### src/rtl/cmos_capture_multi_fmt.sv
// cmos_capture_multi_fmt: DVP byte-to-pixel packer (RAW8/RGB565/RGB888) with settle skip, geometry, error and fps stats
module cmos_capture_multi_fmt #(
  parameter int   FRAME_WAITCNT = 10,
  parameter logic VS_ACTIVE     = 1'b1,
  parameter int   CNT_W         = 12,
  parameter int   PCLK_FREQ_HZ  = 24_000_000
) (
  input  logic             cmos_pclk,
  input  logic             rst,
  input  logic             cmos_vsync,
  input  logic             cmos_href,
  input  logic [7:0]       cmos_din,
  input  logic             capture_en,
  input  logic [1:0]       fmt_mode,
  output logic             frame_vsync,
  output logic             frame_href,
  output logic [23:0]      frame_data,
  output logic             frame_clken,
  output logic             frame_start,
  output logic             frame_done,
  output logic [CNT_W-1:0] frame_width,
  output logic [CNT_W-1:0] frame_height,
  output logic [7:0]       partial_err_cnt,
  output logic [7:0]       fps_rate
);
  localparam int WIN_W = PCLK_FREQ_HZ > 1 ? $clog2(PCLK_FREQ_HZ) : 1;
  localparam logic [CNT_W-1:0] CNT_MAX = '1;
  localparam logic [15:0] SETTLE_N = 16'(FRAME_WAITCNT);
  localparam logic [WIN_W-1:0] WIN_LAST = WIN_W'(PCLK_FREQ_HZ - 1);
  typedef enum logic [1:0] {S_SETTLE, S_IDLE, S_CAPTURE} state_t;
  state_t state, state_nx;
  logic vs1, vs2, hr1, hr2;
  logic [7:0] din1, b0, b1, fps_cnt;
  logic [15:0] settle_cnt;
  logic [1:0] fmt, idx;
  logic [23:0] pix_data, pixel;
  logic [CNT_W-1:0] pix_cnt, line_cnt, width_cand;
  logic [WIN_W-1:0] win_cnt;
  logic vs_end, vs_start, cap, go, stop, win_end;
  assign vs_end = (vs2 == VS_ACTIVE) && (vs1 != VS_ACTIVE);
  assign vs_start = (vs2 != VS_ACTIVE) && (vs1 == VS_ACTIVE);
  assign cap = state == S_CAPTURE;
  assign win_end = win_cnt == WIN_LAST;
  // fmt is stored normalised to 0/1/2, which is also the index of the last byte of a pixel
  assign pixel = fmt == 2'd0 ? {16'h0, din1} : fmt == 2'd1 ? {8'h0, b0, din1} : {b0, b1, din1};
  assign frame_vsync = cap & vs2;
  assign frame_href = cap & hr2;
  assign frame_data = frame_href ? pix_data : 24'h0;
  always_comb begin
    state_nx = state;
    go = 1'b0;
    stop = 1'b0;
    case (state)
      S_SETTLE: if (vs_end && settle_cnt == SETTLE_N) state_nx = S_IDLE;
      S_IDLE: if (vs_end && capture_en) begin
        state_nx = S_CAPTURE;
        go = 1'b1;
      end
      S_CAPTURE: if (vs_start) begin
        state_nx = S_IDLE;
        stop = 1'b1;
      end
      default: state_nx = S_SETTLE;
    endcase
  end
  always_ff @(posedge cmos_pclk or posedge rst) begin
    if (rst) begin
      {vs1, vs2, hr1, hr2} <= '0;
      din1 <= '0;
      state <= S_SETTLE;
      settle_cnt <= '0;
      frame_start <= 1'b0;
      frame_done <= 1'b0;
    end else begin
      vs1 <= cmos_vsync;
      vs2 <= vs1;
      hr1 <= cmos_href;
      hr2 <= hr1;
      din1 <= cmos_din;
      state <= state_nx;
      frame_start <= go;
      frame_done <= stop;
      if (state == S_SETTLE && vs_end && settle_cnt != SETTLE_N) settle_cnt <= settle_cnt + 1'b1;
    end
  end
  always_ff @(posedge cmos_pclk or posedge rst) begin
    if (rst) begin
      fmt <= '0;
      idx <= '0;
      b0 <= '0;
      b1 <= '0;
      pix_data <= '0;
      frame_clken <= 1'b0;
      pix_cnt <= '0;
      line_cnt <= '0;
      width_cand <= '0;
      frame_width <= '0;
      frame_height <= '0;
      partial_err_cnt <= '0;
    end else begin
      frame_clken <= 1'b0;
      if (go) begin
        fmt <= fmt_mode == 2'd2 ? 2'd2 : fmt_mode == 2'd0 ? 2'd0 : 2'd1;
        idx <= '0;
        pix_cnt <= '0;
        line_cnt <= '0;
        width_cand <= '0;
      end else if (cap && hr1) begin
        if (idx == fmt) begin
          pix_data <= pixel;
          frame_clken <= 1'b1;
          idx <= '0;
          if (pix_cnt != CNT_MAX) pix_cnt <= pix_cnt + 1'b1;
        end else begin
          idx <= idx + 1'b1;
          if (idx == 2'd0) b0 <= din1;
          else b1 <= din1;
        end
      end else if (cap && hr2) begin
        // line end: a byte index left mid-pixel means the sensor cut a pixel short
        if (idx != 2'd0 && partial_err_cnt != 8'hFF) partial_err_cnt <= partial_err_cnt + 1'b1;
        idx <= '0;
        if (line_cnt != CNT_MAX) line_cnt <= line_cnt + 1'b1;
        width_cand <= pix_cnt;
        pix_cnt <= '0;
      end
      if (stop) begin
        frame_width <= width_cand;
        frame_height <= line_cnt;
      end
    end
  end
  always_ff @(posedge cmos_pclk or posedge rst) begin
    if (rst) begin
      win_cnt <= '0;
      fps_cnt <= '0;
      fps_rate <= '0;
    end else begin
      win_cnt <= win_end ? '0 : win_cnt + 1'b1;
      if (win_end) begin
        fps_rate <= fps_cnt;
        fps_cnt <= {7'h0, frame_done};
      end else if (frame_done && fps_cnt != 8'hFF) fps_cnt <= fps_cnt + 1'b1;
    end
  end
endmodule

### config.mk
export PLATFORM = sky130hd
export DESIGN_NAME = cmos_capture_multi_fmt
export DESIGN_NICKNAME = d
export VERILOG_FILES = /design/src/rtl/cmos_capture_multi_fmt.sv
export SDC_FILE = /design/constraint.sdc
export NUM_CORES = 1
export LEC_CHECK = 0
export ABC_AREA = 1
export CORE_MARGIN = 5
export CORE_UTILIZATION = 52
export DETAILED_ROUTE_END_ITERATION = 8
export GPL_TIMING_DRIVEN = 0
export MAX_ROUTING_LAYER = met4
export PLACE_DENSITY = 0.76
export RECOVER_POWER = 50
export SYNTH_ARGS = -nofsm -noshare
export SYNTH_HDL_FRONTEND = slang
export SYNTH_SLANG_ARGS = --single-unit
### constraint.sdc
create_clock -name cmos_pclk -period 6.08 [get_ports cmos_pclk]
set_input_delay 0.912 -clock cmos_pclk [delete_from_list [all_inputs] [get_ports cmos_pclk]]
set_output_delay 0.912 -clock cmos_pclk [all_outputs]
set_load 0.05 [all_outputs]
; ---- After elaboration in Yosys (flattened, before gate mapping)
; Index checks and enable logic that the tools add are counted.
[word_totals]
register_bits = 186
inputBits = 15
out_inout_bits = 69
elab_cells = 119
[classes]
addsub = 7
n_eq_ne = 18
muxes = 35
bitwise = 8
n_reduce_logical = 27
[ops]
columns = cell, count
row1 = 12-bit 2-to-1 mux, 12
row2 = 24-bit 2-to-1 mux, 3
row3 = "25-bit by 1-bit adder with 25-bit output, second input constant", 1
row4 = "25-bit equality test, second input constant", 1
row5 = 25-bit 2-to-1 mux, 1
row6 = "12-bit by 1-bit adder with 12-bit output, second input constant", 2
row7 = "12-bit != test, second input constant", 2
row8 = "16-bit by 1-bit adder with 16-bit output, second input constant", 1
row9 = "8-bit by 1-bit adder with 8-bit output, second input constant", 2
row10 = "16-bit by 4-bit equality test with 1-bit output, second input constant", 1
row11 = 2-bit 2-to-1 mux, 8
row12 = 8-bit 2-to-1 mux, 2
row13 = "16-bit by 4-bit != test with 1-bit output, second input constant", 1
row14 = "8-bit != test, second input constant", 2
row15 = 3-bit AND reduction, 4
row16 = 4-bit AND reduction, 3
row17 = 1-bit logical AND, 10
row18 = 2-bit logical NOT, 4
row19 = 1-bit 2-to-1 mux, 8
row20 = "2-bit != test, second input constant", 4
row21 = 2-bit nonzero test, 4
row22 = "3-bit by 2-bit != test with 1-bit output, second input constant", 2
row23 = 1-bit inverter, 6
row24 = 2-bit one-hot mux with 3 select lines, 1
row25 = 7 further kinds, 10

; ---- Logic depth before layout (Yosys ltp)
; Gate-level depths: netlist of the first run.
[depth]
depth_word = 7
depth_mapped = 10
ltp_nobuf = 9

; ---- Worst setup path before layout of the first run
; No wires, ideal clock.
[synth_path]
path_type = register to output
from = reg state[0]
to = out frame_data[10]
t_arrival_ps = 1932
required_ps = 5168
path_slack_ps = 3236
stages_incl_launch_ff = 7
path_buffers = 1
cell_sequence = dfrtp_1 -> inv_2 -> nand2_4 -> nor2_4 -> inv_1 -> buf_1 -> nor2_1
[synth_between]
elab_chain_cells = 3
[synth_lines]
columns = item, line_no
row1 = from (decl), 31  ; state_t state, state_nx;
row2 = from (signal assigned), 80  ; state <= state_nx;
row3 = 2-bit equality test, 42  ; assign cap = state == S_CAPTURE;
row4 = 1-bit bitwise AND, 47  ; assign frame_href = cap & hr2;
row5 = via frame_href, 16  ; output logic frame_href,
row6 = 24-bit 2-to-1 mux, 48  ; assign frame_data = frame_href ? pix_data : 24'h0;
row7 = to (decl), 17  ; output logic [23:0] frame_data,
; The timed path passes the listed nets, and every way through them passes these cells.

; ---- Worst setup path after layout of the first run
[layout_path]
from = reg state[0]
to = out frame_data[13]
[layout_between]
elab_chain_cells = 3
[layout_lines]
columns = item, line_no
row1 = 2-bit equality test, 42
row2 = 1-bit bitwise AND, 47
row3 = 24-bit 2-to-1 mux, 48
; Every way passes these cells.

==> results of run 1 <==
layer usage:
metal | track usage, % | up-vias | share of wire (%)
met5 | - | - | 0
met4 | 7.78 | 0 | 2.3
met3 | 3.80 | 41 | 4.1
met2 | 33.1 | 181 | 48
met1 | 29.8 | 3586 | 46
li1 | - | 3870 | -
logic make-up after synthesis:
family                     synth area share, %
buffers and inverters                     7.87
xor gates and xnor gates                  3.09
adders and majority gates                 1.10
DFF                                       51.3
and+or+nand+nor                           29.9
AOI/OAI and AO/OA                         6.70
per-stage QoR:
step | std cells | utilization [%] | setup WS (ns) | total power, mW | hold WS (ns)
floorplan | 1180 | - | 0.111 | 2.14 | 0.354
global placement | 1488 | 59.1 | -2.25 | 2.39 | 0.362
detailed placement | 1489 | 59.3 | 2.98 | 2.41 | 0.369
CTS | 1521 | 62.7 | 2.49 | 3.51 | 0.391
global route | 1521 | 62.2 | 2.19 | 3.66 | 0.398
finish | 1522 | 62.2 | 2.45 | 3.47 | 0.391
how the worst max path moves through the flow:
stage / end / slack, ns / depth (start not counted)
2_1_floorplan: b0[0] / 0.11 / 1
3_3_place_gp: pix_data[14] / -2.25 / 2
3_5_place_dp: frame_data[13] / 2.98 / 7
4_1_cts: frame_data[13] / 2.49 / 7
5_1_grt: frame_data[13] / 2.19 / 7
6_report: frame_data[13] / 2.45 / 7
registers in the layout, summed over array words and instances (netlist names), 2 cells and up:
| register | count |
|---|---|
| pix_data | 24 |
| partial_err_cnt | 8 |
| frame_height | 12 |
| fmt | 2 |
| frame_width | 12 |
| idx | 2 |
| win_cnt | 25 |
| din1 | 8 |
| b1 | 8 |
| b0 | 8 |
| width_cand | 12 |
| line_cnt | 12 |
| fps_cnt | 8 |
| state | 2 |
| fps_rate | 8 |
| settle_cnt | 16 |
| pix_cnt | 12 |
placed cells by master, fill, tap and decap left out, types with 8 or more instances in the layout:
cell	netlist	final
nor3_1	14	14
xor2_1	22	22
o22ai_1	11	11
nand2_1	390	394
clkdlybuf4s50_1	0	71
o21ai_0	80	84
nor2_1	144	151
clkbuf_16	0	17
nand3_1	79	79
ha_1	8	8
inv_1	145	147
dlygate4sd3_1	0	12
a21oi_1	9	9
nand4_1	9	9
dfrtp_1	186	186
clkbuf_1	10	19
xnor2_1	10	10
critical path, stage by stage (launching register included):
cell and delay, ns:
dfrtp_1 0.41, inv_1 0.08, nand2_1 0.18, nor2_4 0.19
inv_1 0.19, buf_1 0.26, nor2_1 0.15, clkdlybuf4s50_1 0.82
layout make-up:
cell class | count | area [µm²]
timing repair buffer | 84 | 858
tap | 225 | 282
inverter | 150 | 564
clock buffer | 19 | 453
buffer | 29 | 133
fill | 1482 | 6510
antenna | 1 | 2.50
sequential | 186 | 4650
multi-input combinational | 815 | 3640
clock inverter | 13 | 133
where the power goes:
| group | total, mW | switching, mW | internal, mW |
|---|---|---|---|
| Sequential | 1.56 | 0.126 | 1.44 |
| Clock | 1.10 | 0.501 | 0.598 |
| Combinational | 0.811 | 0.551 | 0.260 |
| Total | 3.47 | 1.18 | 2.29 |
==> flow_summary.json, run 1 <==
{
  "worst_pin_slew_ns": 2.92,
  "slew_headroom_pct": -96.0,
  "skew_ns": 0.00952,
  "avgSynthCellArea_um2": 7.69,
  "ctsHoldBuffers": 0,
  "reg2reg_slack_ns": 3.06,
  "drt-vias-per-instance": 5.04,
  "grt_max_degree": 122,
  "syn_nets": 1203,
  "synth_cells": 1180,
  "tns_ns": 0,
  "dr.pass1.iters": 5,
  "min_path_type": "reg2reg",
  "ant_nets": 0,
  "globalplace.congestion": 0.887,
  "antenna_found_initial": 0,
  "post_dp_cell_area_mm2": 0.0102,
  "ys_types": 34,
  "finalHoldViolCount": 0,
  "initial_utilization_pct": 52.6,
  "grt_pass1_vias": 7218,
  "syn_to_final_growth_pct": 18.2,
  "dieWidth_um": 142,
  "outcome": "finished with violations",
  "setup_violations": 0,
  "synthFlopType": "dfrtp_1",
  "ioPinCount": 84,
  "post_cts_buffers": 0,
  "timing.rr.end": "pix_data[7]",
  "crit_arrival_ns": 2.72,
  "startpoint": "state[0]",
  "required_ns": 5.17,
  "drive_gt1_share_pct": 4.01,
  "power.leakage_nw": 4.98,
  "final_area_mm2": 0.0107,
  "max-cap-violations": 1,
  "r2r_cells": 8,
  "synth-seq-cells": 186,
  "ir_worst_vdd_mv": 0.292,
  "cp_max_fo": 10,
  "route.vias.total": 7678,
  "die_h_um": 142,
  "fmax_mhz": 275,
  "grt_usage_pct": 21.9,
  "min_to": "hr2",
  "hp-start": "hr1",
  "path_clk_slew_ns": 0.07,
  "wl_um": 20300,
  "cts_num_sinks": 186,
  "yosys-top-cells-area": "dfrtp_1 (51%), nand2_1 (16%), inv_1 (6.0%)",
  "insertion_delay_ns": 0.43,
  "fin_crit_sh_pct": 59.8,
  "critPathKind": "reg2out",
  "grt_pass1_wl_um": 35100,
  "wl_per_cell_um": 13.4,
  "yosys-top-cells-count": "nand2_1 (390), dfrtp_1 (186), inv_1 (145)",
  "netlist.area_leader.share_pct": 51.3,
  "critPathCaptureType": "output port",
  "drt-initial-drc-count": 683,
  "violations": "max-capacitance violations, max-slew violations",
  "root_buffer": "clkbuf_16",
  "seq_area_frac_synth_pct": 51.3,
  "port-buffer-count": 83,
  "yosysTopAreaCell": "dfrtp_1",
  "hold_path_depth": 0,
  "clock_path_buffers": 2,
  "powerDensity_mw_per_mm2": 324,
  "netlist_area_mm2": 0.00907,
  "rows": 48,
  "nNetsFinal": 1306,
  "rsz0062_at_grt": "false",
  "final_max_slew_viol_count": 66,
  "cts_made_buffers": 17,
  "yosysWarningCount": 0,
  "yosysMostFrequentCell": "nand2_1",
  "core_region_area_mm2": 0.0172,
  "r2r_start": "state[0]",
  "synth_edf_count": 0,
  "grt-ovfl-total": 0,
  "die-area_mm2": 0.0202,
  "htree_levels": 4,
  "dp_hpwl_um": 14300,
  "cts_tree": "yes",
  "finalCriticalPeriod_ns": 3.63,
  "drc": 0,
  "cts_resized": 0,
  "critPathLaunchType": "flip-flop",
  "ys_async_sr_fraction_pct": 100
}
Note: power is estimated with default switching activity, not from simulation.
==> inputs of run 2 (changes only) <==
Settings changed: CORE_UTILIZATION 52 to 56, PLACE_DENSITY 0.76 to 0.78.
Clock period 6.08 ns to 3.35 ns, I/O delays scaled along.
==> run 2 against run 1 <==
Against the previous run: the run still ends with max-capacitance violations, max-slew violations left; global-route usage grew 2.4 points; design area grew 0.52%; routed wire length grew 1.9%; worst hold slack lost 0.0065 ns; sequential cell count is the same; sequential power grew 83%; utilization grew 5.6 points.
==> flow_summary.json, run 2 (synthesis gave the netlist of run 1 again) <==
{
  "die_h_um": 137,
  "startpoint": "state[0]",
  "r2r_start": "fmt[1]",
  "power_frac_comb_pct": 23.9,
  "worst_pin_slew_ns": 1.72,
  "final_max_slew_viol_count": 71,
  "cp_slowest_cell": "clkdlybuf4s50_1",
  "clock_power_share_pct": 30.6,
  "max-cap-violations": 2,
  "cp_cell_sequence": "inv_2, nand2_4, nor2_4, inv_1, buf_1, nor2_1, clkdlybuf4s50_1",
  "fill_cells": 1337,
  "syn_to_final_growth_pct": 18.8,
  "rsz0062_at_grt": "false",
  "grt_usage_pct": 24.2,
  "skew_ns": 0.00829,
  "grt_max_degree": 41,
  "largest_register": "win_cnt",
  "path_clk_slew_ns": 0.07,
  "drive_gt1_share_pct": 5.08,
  "rows": 46,
  "power_switching_mw": 2.11,
  "outcome": "finished with violations",
  "critPathCaptureType": "output port",
  "dr.pass1.iters": 5,
  "powerDensity_mw_per_mm2": 580,
  "p_int_mw": 4.14,
  "antenna_cells": 0,
  "register_area_mm2": 0.00465,
  "wl_per_cell_um": 13.7,
  "cts_resized": 0,
  "htree_levels": 4,
  "ant_nets": 0,
  "post_cts_buffers": 0,
  "largest_register_ff_count": 25,
  "ctsHoldBuffers": 0,
  "fmax_mhz": 317,
  "ir_worst_vdd_mv": 0.653,
  "layout_common_cells": "nand2_1 (391), dfrtp_1 (186), nor2_1 (149)",
  "reg2reg_slack_ns": 1.07,
  "p_sw_share_pct": 33.7,
  "min_path_type": "reg2reg",
  "layout.cells.non_filler": 1514,
  "dieWidth_um": 137,
  "cp_max_fo": 10,
  "root_buffer": "clkbuf_16",
  "finalHoldViolCount": 0,
  "antenna_found_initial": 0,
  "final_common_cell": "nand2_1",
  "nNetsFinal": 1310,
  "cts_tree": "yes",
  "ioPinCount": 84,
  "tns_ns": 0,
  "globalplace.congestion": 0.932,
  "route.vias.total": 7698,
  "grt-ovfl-total": 0,
  "wl_um": 20700,
  "critPathMaxStageDelay_ns": 0.83,
  "core_region_area_mm2": 0.0159,
  "setup_violations": 0,
  "finalCriticalPeriod_ns": 3.15,
  "grt_pass1_wl_um": 35500,
  "required_ns": 2.85,
  "clock_path_buffers": 2,
  "critPathLaunchType": "flip-flop",
  "drt-initial-drc-count": 579,
  "hp-start": "hr1",
  "slew_headroom_pct": -14.8,
  "violations": "max-capacitance violations, max-slew violations",
  "p_seq_share_pct": 45.5,
  "grt_pass1_vias": 7357,
  "crit_arrival_ns": 2.65,
  "port-buffer-count": 83,
  "dp.cells": 1484,
  "drc": 0,
  "cts_made_buffers": 17,
  "insertion_delay_ns": 0.43,
  "initial_utilization_pct": 57.1,
  "power.leakage_nw": 5.03,
  "dp_hpwl_um": 14700,
  "die-area_mm2": 0.0189,
  "drt-vias-per-instance": 5.08,
  "cts_num_sinks": 186,
  "multiInputGateArea_mm2": 0.00369,
  "fin_crit_sh_pct": 94.1,
  "critPathKind": "reg2out",
  "total_power_mw": 6.25,
  "largest_registers": "win_cnt (25), pix_data (24), settle_cnt (16)"
}
run 2: cell types whose count changed in the layout (fill, tap and decap cells not counted), sizes merged:
cell and delta:
clkdlybuf4s25 +1, diode -1, dlymetal6s4s +1, buf +8, clkinv -1, inv -2
clkbuf -5
run 2: final timing paths:
path / endpoint / cells past startpoint
max reg2reg: pix_data[1] / 7
max: frame_data[6] / 7
min in group asynchronous: settle_cnt[8] / 2
min reg2reg: hr2 / 0
max in group asynchronous: frame_width[11] / 3
min: hr2 / 0
run 2: final cells by class:
cell class / count / area share, %
buffer: 29 / 1.32
inverter: 150 / 5.23
multi-input combinational: 815 / 34.2
clock inverter: 10 / 0.859
timing repair buffer: 88 / 8.47
tap: 216 / 2.51
sequential: 186 / 43.2
clock buffer: 20 / 4.24
run 2: worst max-delay path: cells and delay by family, from the launching register on:
family / cells / cell delay, ns
flip-flops: 1 / 0.41
AND/OR/NAND/NOR: 3 / 0.42
buffers and inverters: 4 / 1.38
run 2: power groups by stage:
stage	clock, mW	combinational (mW)	sequential (mW)
floorplan	0	0.728	3.16
global placement	0	1.47	2.87
detailed placement	0	1.51	2.88
CTS	1.94	1.53	2.84
global route	2.04	1.66	2.90
finish	1.91	1.49	2.85
run 2: per-layer routing:
metal  global-route usage [%]  vias to the layer above  share of wire, %
li1                         -                     3879                 -
met5                        -                        -                 0
met2                     37.2                      196                47
met3                     4.46                       34               5.0
met4                     6.87                        0               1.4
met1                     33.3                     3589                46
run 2: through the flow:
step	instance area [µm²]	hold WS, ns	utilization (%)	worst slack, ns
final	10800	0.385	67.9	0.198
after global routing	10800	0.391	67.9	0.0222
after CTS	10800	0.384	68.2	0.169
after detailed placement	10300	0.375	64.7	0.670
after global placement	10200	0.359	64.1	-1.00
after floorplan	9080	0.354	-	0.455
